## config.mk

```make
export PLATFORM = sky130hd
export DESIGN_NAME = safecrack_param_fsm
export DESIGN_NICKNAME = d
export VERILOG_FILES = /design/src/rtl/safecrack_param_fsm.sv
export SDC_FILE = /design/constraint.sdc
export NUM_CORES = 1
export LEC_CHECK = 0
export CAP_MARGIN = 10
export CORE_ASPECT_RATIO = 0.5
export CORE_UTILIZATION = 58
export CTS_CLUSTER_DIAMETER = 60
export DETAILED_ROUTE_END_ITERATION = 6
export PLACE_DENSITY = 0.79
export SLEW_MARGIN = 20
export SYNTH_ARGS = -nofsm -noshare
export SYNTH_HDL_FRONTEND = slang
export SYNTH_SLANG_ARGS = --single-unit
```

## constraint.sdc

```tcl
create_clock -name clk -period 3.6 [get_ports clk]
set_input_delay 0.9 -clock clk [delete_from_list [all_inputs] [get_ports clk]]
set_output_delay 0.9 -clock clk [all_outputs]
set_load 0.03 [all_outputs]
```

## src/rtl/safecrack_param_fsm.sv

```systemverilog
`default_nettype none
// +--------------------------------------------------------------------------+
// | Module   : safecrack_param_fsm                                           |
// | Purpose  : Keypad safe controller. Matches debounced button presses      |
// |            against a CODE_LEN-digit passcode, counts wrong digits, holds |
// |            a timed lockout after MAX_ERRORS errors and allows passcode   |
// |            reprogramming while unlocked.                                 |
// | Ports    : clk        - system clock                                     |
// |            rst        - synchronous active-high reset                    |
// |            btn        - debounced button bus (one digit per press)       |
// |            ms         - password-change switch (level)                   |
// |            relock     - re-lock request (level)                          |
// |            unlocked   - safe is open                                     |
// |            prog_mode  - new passcode is being entered                    |
// |            locked_out - lockout timer running                            |
// |            err_leds   - thermometer of wrong-digit count                 |
// |            lock_leds  - thermometer of elapsed lockout seconds           |
// | Revision : 1.0 - initial release                                         |
// +--------------------------------------------------------------------------+
module safecrack_param_fsm #(
  parameter int BTN_W          = 4,
  parameter int CODE_LEN       = 3,
  parameter int MAX_ERRORS     = 3,
  parameter int LOCK_SECONDS   = 10,
  parameter int TICK_CYCLES    = 50_000_000,
  parameter int BTN_ACTIVE_LOW = 1,
  parameter logic [CODE_LEN*BTN_W-1:0] DEFAULT_CODE = 12'h7DD
) (
  input  logic                    clk,
  input  logic                    rst,
  input  logic [BTN_W-1:0]        btn,
  input  logic                    ms,
  input  logic                    relock,
  output logic                    unlocked,
  output logic                    prog_mode,
  output logic                    locked_out,
  output logic [MAX_ERRORS-1:0]   err_leds,
  output logic [LOCK_SECONDS-1:0] lock_leds
);

  localparam int IDX_W  = $clog2(CODE_LEN + 1);
  localparam int ERR_W  = $clog2(MAX_ERRORS + 1);
  localparam int SEC_W  = $clog2(LOCK_SECONDS + 1);
  localparam int TICK_W = $clog2(TICK_CYCLES + 1);

  localparam logic [BTN_W-1:0]  IDLE      = (BTN_ACTIVE_LOW != 0) ? {BTN_W{1'b1}} : {BTN_W{1'b0}};
  localparam logic [IDX_W-1:0]  IDX_LAST  = IDX_W'(CODE_LEN - 1);
  localparam logic [ERR_W-1:0]  ERR_LAST  = ERR_W'(MAX_ERRORS - 1);
  localparam logic [ERR_W-1:0]  ERR_MAX   = ERR_W'(MAX_ERRORS);
  localparam logic [SEC_W-1:0]  SEC_LAST  = SEC_W'(LOCK_SECONDS - 1);
  localparam logic [TICK_W-1:0] TICK_LAST = TICK_W'(TICK_CYCLES - 1);

  typedef enum logic [1:0] {
    S_ENTRY    = 2'd0,
    S_UNLOCKED = 2'd1,
    S_PROG     = 2'd2,
    S_LOCKOUT  = 2'd3
  } state_t;

  state_t                      state_q, state_d;
  logic [CODE_LEN*BTN_W-1:0]   code_q, code_d;
  logic [CODE_LEN*BTN_W-1:0]   shadow_q, shadow_d;
  logic [IDX_W-1:0]            idx_q, idx_d;
  logic [IDX_W-1:0]            pidx_q, pidx_d;
  logic [ERR_W-1:0]            err_q, err_d;
  logic [SEC_W-1:0]            sec_q, sec_d;
  logic [TICK_W-1:0]           tick_q, tick_d;
  logic [BTN_W-1:0]            btn_prev_q;

  logic                        unlocked_q, prog_mode_q, locked_out_q;
  logic [MAX_ERRORS-1:0]       err_leds_q, err_leds_d;
  logic [LOCK_SECONDS-1:0]     lock_leds_q, lock_leds_d;

  logic                        press;
  logic                        digit_ok;

  // A press is the idle-to-active transition only; holding a key or rolling
  // from one key straight onto another yields nothing.
  assign press = (btn != IDLE) && (btn_prev_q == IDLE);

  always_comb begin
    state_d  = state_q;
    code_d   = code_q;
    shadow_d = shadow_q;
    idx_d    = idx_q;
    pidx_d   = pidx_q;
    err_d    = err_q;
    sec_d    = sec_q;
    tick_d   = tick_q;

    // Compare the pressed digit against the digit the entry index points at.
    digit_ok = 1'b0;
    for (int i = 0; i < CODE_LEN; i++) begin
      if ((idx_q == IDX_W'(i)) && (btn == code_q[(CODE_LEN-1-i)*BTN_W +: BTN_W])) begin
        digit_ok = 1'b1;
      end
    end

    case (state_q)
      S_ENTRY: begin
        if (press) begin
          if (digit_ok) begin
            if (idx_q == IDX_LAST) begin
              state_d = S_UNLOCKED;
              idx_d   = '0;
              err_d   = '0;
            end else begin
              idx_d = idx_q + IDX_W'(1);
            end
          end else begin
            idx_d = '0;
            if (err_q == ERR_LAST) begin
              err_d   = ERR_MAX;
              state_d = S_LOCKOUT;
            end else begin
              err_d = err_q + ERR_W'(1);
            end
          end
        end
      end

      S_UNLOCKED: begin
        // relock wins over ms when both are raised together.
        if (relock) begin
          state_d = S_ENTRY;
          idx_d   = '0;
        end else if (ms) begin
          state_d = S_PROG;
          pidx_d  = '0;
        end
      end

      S_PROG: begin
        // Dropping ms abandons the new code; the live passcode is untouched
        // because only the shadow copy has been written so far.
        if (!ms) begin
          state_d = S_UNLOCKED;
        end else if (press) begin
          for (int i = 0; i < CODE_LEN; i++) begin
            if (pidx_q == IDX_W'(i)) begin
              shadow_d[(CODE_LEN-1-i)*BTN_W +: BTN_W] = btn;
            end
          end
          if (pidx_q == IDX_LAST) begin
            code_d  = shadow_d;
            state_d = S_ENTRY;
            idx_d   = '0;
            err_d   = '0;
            pidx_d  = '0;
          end else begin
            pidx_d = pidx_q + IDX_W'(1);
          end
        end
      end

      S_LOCKOUT: begin
        if (tick_q == TICK_LAST) begin
          tick_d = '0;
          if (sec_q == SEC_LAST) begin
            state_d = S_ENTRY;
            sec_d   = '0;
            err_d   = '0;
            idx_d   = '0;
          end else begin
            sec_d = sec_q + SEC_W'(1);
          end
        end else begin
          tick_d = tick_q + TICK_W'(1);
        end
      end

      default: begin
        state_d = S_ENTRY;
        idx_d   = '0;
        pidx_d  = '0;
        err_d   = '0;
        sec_d   = '0;
        tick_d  = '0;
      end
    endcase

    for (int k = 0; k < MAX_ERRORS; k++) begin
      err_leds_d[k] = (state_d == S_LOCKOUT) || (err_d > ERR_W'(k));
    end
    for (int k = 0; k < LOCK_SECONDS; k++) begin
      lock_leds_d[k] = (state_d == S_LOCKOUT) && (sec_d > SEC_W'(k));
    end
  end

  always_ff @(posedge clk) begin
    if (rst) begin
      state_q      <= S_ENTRY;
      code_q       <= DEFAULT_CODE;
      shadow_q     <= DEFAULT_CODE;
      idx_q        <= '0;
      pidx_q       <= '0;
      err_q        <= '0;
      sec_q        <= '0;
      tick_q       <= '0;
      btn_prev_q   <= IDLE;
      unlocked_q   <= 1'b0;
      prog_mode_q  <= 1'b0;
      locked_out_q <= 1'b0;
      err_leds_q   <= '0;
      lock_leds_q  <= '0;
    end else begin
      state_q      <= state_d;
      code_q       <= code_d;
      shadow_q     <= shadow_d;
      idx_q        <= idx_d;
      pidx_q       <= pidx_d;
      err_q        <= err_d;
      sec_q        <= sec_d;
      tick_q       <= tick_d;
      btn_prev_q   <= btn;
      unlocked_q   <= (state_d == S_UNLOCKED);
      prog_mode_q  <= (state_d == S_PROG);
      locked_out_q <= (state_d == S_LOCKOUT);
      err_leds_q   <= err_leds_d;
      lock_leds_q  <= lock_leds_d;
    end
  end

  assign unlocked   = unlocked_q;
  assign prog_mode  = prog_mode_q;
  assign locked_out = locked_out_q;
  assign err_leds   = err_leds_q;
  assign lock_leds  = lock_leds_q;

endmodule
`default_nettype wire

```

==> results of run 1 <==
## cell type report
type / instances / area (um^2)
inverter: 17 / 63.81
clock buffer: 13 / 280.3
sequential: 78 / 1562
tap: 73 / 91.34
multi-input combinational: 267 / 1630
clock inverter: 3 / 40.04
timing repair buffer: 36 / 327.8
fill: 449 / 1544
## registers in the layout, indices dropped and copies added, names as in the netlist
register / count
unlocked: 1
shadow_q: 8
sec_q: 4
code_q: 12
prog_mode: 1
tick_q: 26
btn_prev_q: 4
lock_leds: 10
pidx_q: 2
state_q: 2
err_leds: 3
idx_q: 2
err_q: 2
locked_out: 1
## metal layers
layer	track usage	wire [um]
met5	0	0
met4	0.09524	72
met3	0.09133	286
met2	0.4286	3520
met1	0.3062	3142
## kinds of logic after synthesis
| family | Yosys count | share of synthesized area |
|---|---|---|
| AO/OA/AOI/OAI | 68 | 0.1370 |
| XOR/XNOR | 34 | 0.08834 |
| adder cells (fa/ha/maj) | 2 | 0.007423 |
| buffers and inverters | 40 | 0.05308 |
| flip-flops | 78 | 0.4633 |
| multiplexers | 6 | 0.01782 |
| AND/OR/NAND/NOR | 157 | 0.2331 |
## placed cells by master (no fill, tap or decap), types with 6 or more instances in the layout
master	count
buf_4	13
or2_2	6
nor4_1	7
xor2_1	24
mux2i_1	6
nand4_1	9
a211oi_1	6
nand2_1	20
nand3_1	11
a211o_1	12
dfxtp_1	78
nor2b_1	11
a21oi_1	16
nor2_1	58
xnor2_1	10
inv_1	17
nor3_1	9
clkbuf_16	9
clkdlybuf4s50_1	23
or3_1	6
o21ai_0	16
## through the flow
stage	hold WS [ps]	power [W]	setup WS, ps
6_report	456.6	0.001896	399.9
5_1_grt	474.5	0.001955	217.0
4_1_cts	461.9	0.001914	451.1
3_5_place_dp	449.6	0.0009746	110.8
3_3_place_gp	432.0	0.0009719	183.5
2_1_floorplan	427.3	0.0009459	589.5
## how the worst min path moves through the flow
stage | start | endpoint | slack (ps)
floorplan | shadow_q[10] | code_q[10] | 430
global placement | shadow_q[10] | code_q[10] | 430
detailed placement | shadow_q[8] | code_q[8] | 450
CTS | shadow_q[6] | code_q[6] | 460
global route | shadow_q[9] | code_q[9] | 470
finish | shadow_q[6] | code_q[6] | 460
## where the power goes
| part | internal [W] | switching (W) | total [W] |
|---|---|---|---|
| sequential | 0.000871 | 0.00000367 | 0.000875 |
| combinational | 0.0000360 | 0.0000456 | 0.0000816 |
| clock | 0.000609 | 0.000330 | 0.000939 |
==> run metrics, run 1 <==
clock root cell=clkbuf_16; worst skew pair latency=330 ps; Tightest Pin Transition=614.1 ps; WP data required=3790 ps; Slew Viols, Final=0; CTS clock-pin slew for the worst setup and hold paths=60 ps; top cell type's share of synthesized area=0.4633; Total Nets Final=419; DRT Pass-1 Iters=4; top-count cell post-synth=dfxtp_1; Largest delay share family, worst path=simple AND/OR/NAND/NOR gates; Die Wd=109.8 um; layout cells sized above 1=0.08937; Syn Std Cell Area=3371 um^2; CP max-delay cell=nor4b_1; number of enable flip-flop cells after synthesis=0; MaxCap Viol Count=0; global-route wire length before repair=11950 um; Layout Skew=5.956 ps; Synth area leaders=dfxtp_1, nor2_1, xor2_1; worst flop-to-flop path endpoint=err_leds[0]; yosys synthesis warning count=0; RR Startpoint=sec_q[1]; RSZ-0062 raised after global routing=no; gpl congestion=0.8579; Setup TNS Final=0 ps; area leader, netlist=dfxtp_1; CTS resizes=0; Slew headroom=0.5848; Final Util=0.7213; CP max stage delay=560 ps; # DRC=0; reg2reg setup slack=1070 ps; CTS Sinks=78; Worst IR Drop VDD=0.4334 mV; Seq/Total Area, Yosys=0.4633; Die ar.=6139 um^2; Worst Setup Start Kind=input pin; DP HPWL=4751 um; Post-DRT Antenna Nets=0; Ports=24; critical path class=in2reg; vias post-DR=2796; Placed Area=3675 um^2; Worst Setup EP=err_leds[0]; Worst Path Max Fanout=14; Iter 0 DRT Violations=117; syn_area_per_cell=8.755 um^2; crit path DAT=3390 ps; final instance area=3995 um^2; Yosys cell types=44; Lkg Pwr=1.498 nW; ant diodes=0; Placed Instances=471; pwr dens=474.6 nW/um^2; Final setup viols=0; largest net degree at the start of global routing=31; PortBufs=23; cells along the critical path=clkdlybuf4s50_1 -> a222oi_1 -> nor4b_1 -> a311oi_2 -> a311oi_1 -> or3_1 -> o211ai_1; routed wire length=7021 um; Worst Hold Class=reg2reg; vias in the first global route=2696; Final Critical Period=3200 ps; CP startpoint=btn[0]; Async SR Flop Fraction=0; CTS tree=done; period utilization=0.8889; # hold bufs at CTS=0; maximum clock rate=0.3125 GHz; R2R cell count=7; status=finished clean; DIE HEIGHT=55.91 um; Core Region=5539 um^2; Synth Flop Type=dfxtp_1; remaining global-route overflow=0; fin cells=487; Seq cells post-synth=78; drt wl/cell=14.42 um; hold depth=1; Setup crit end kind=flip-flop; CTS max path bufs=2; Buf+Inv Stages, Crit Path=1; DR vias/cell=5.741; cell row count=19; Synth Instances=385; number of CTS-inserted buffers=9; Total GRT Usage=0.2577; initial core utilization=0.6085; WP depth=7; H-tree levels=3; Post-synth top cells=dfxtp_1, nor2_1, xor2_1; Post-CTS Setup Bufs=0; Area Growth Syn to Fin=18.52%; number of antenna violations at the first check in global routing=0; final hold viol count=0; synthesized net count=395
Note: power is estimated with default switching activity, not from simulation.
==> inputs of run 2 (changes only) <==
- CTS_CLUSTER_DIAMETER: 60 -> 80
==> results of run 2 <==
The final DEF is identical to that of run 1; final timing and power are the same.
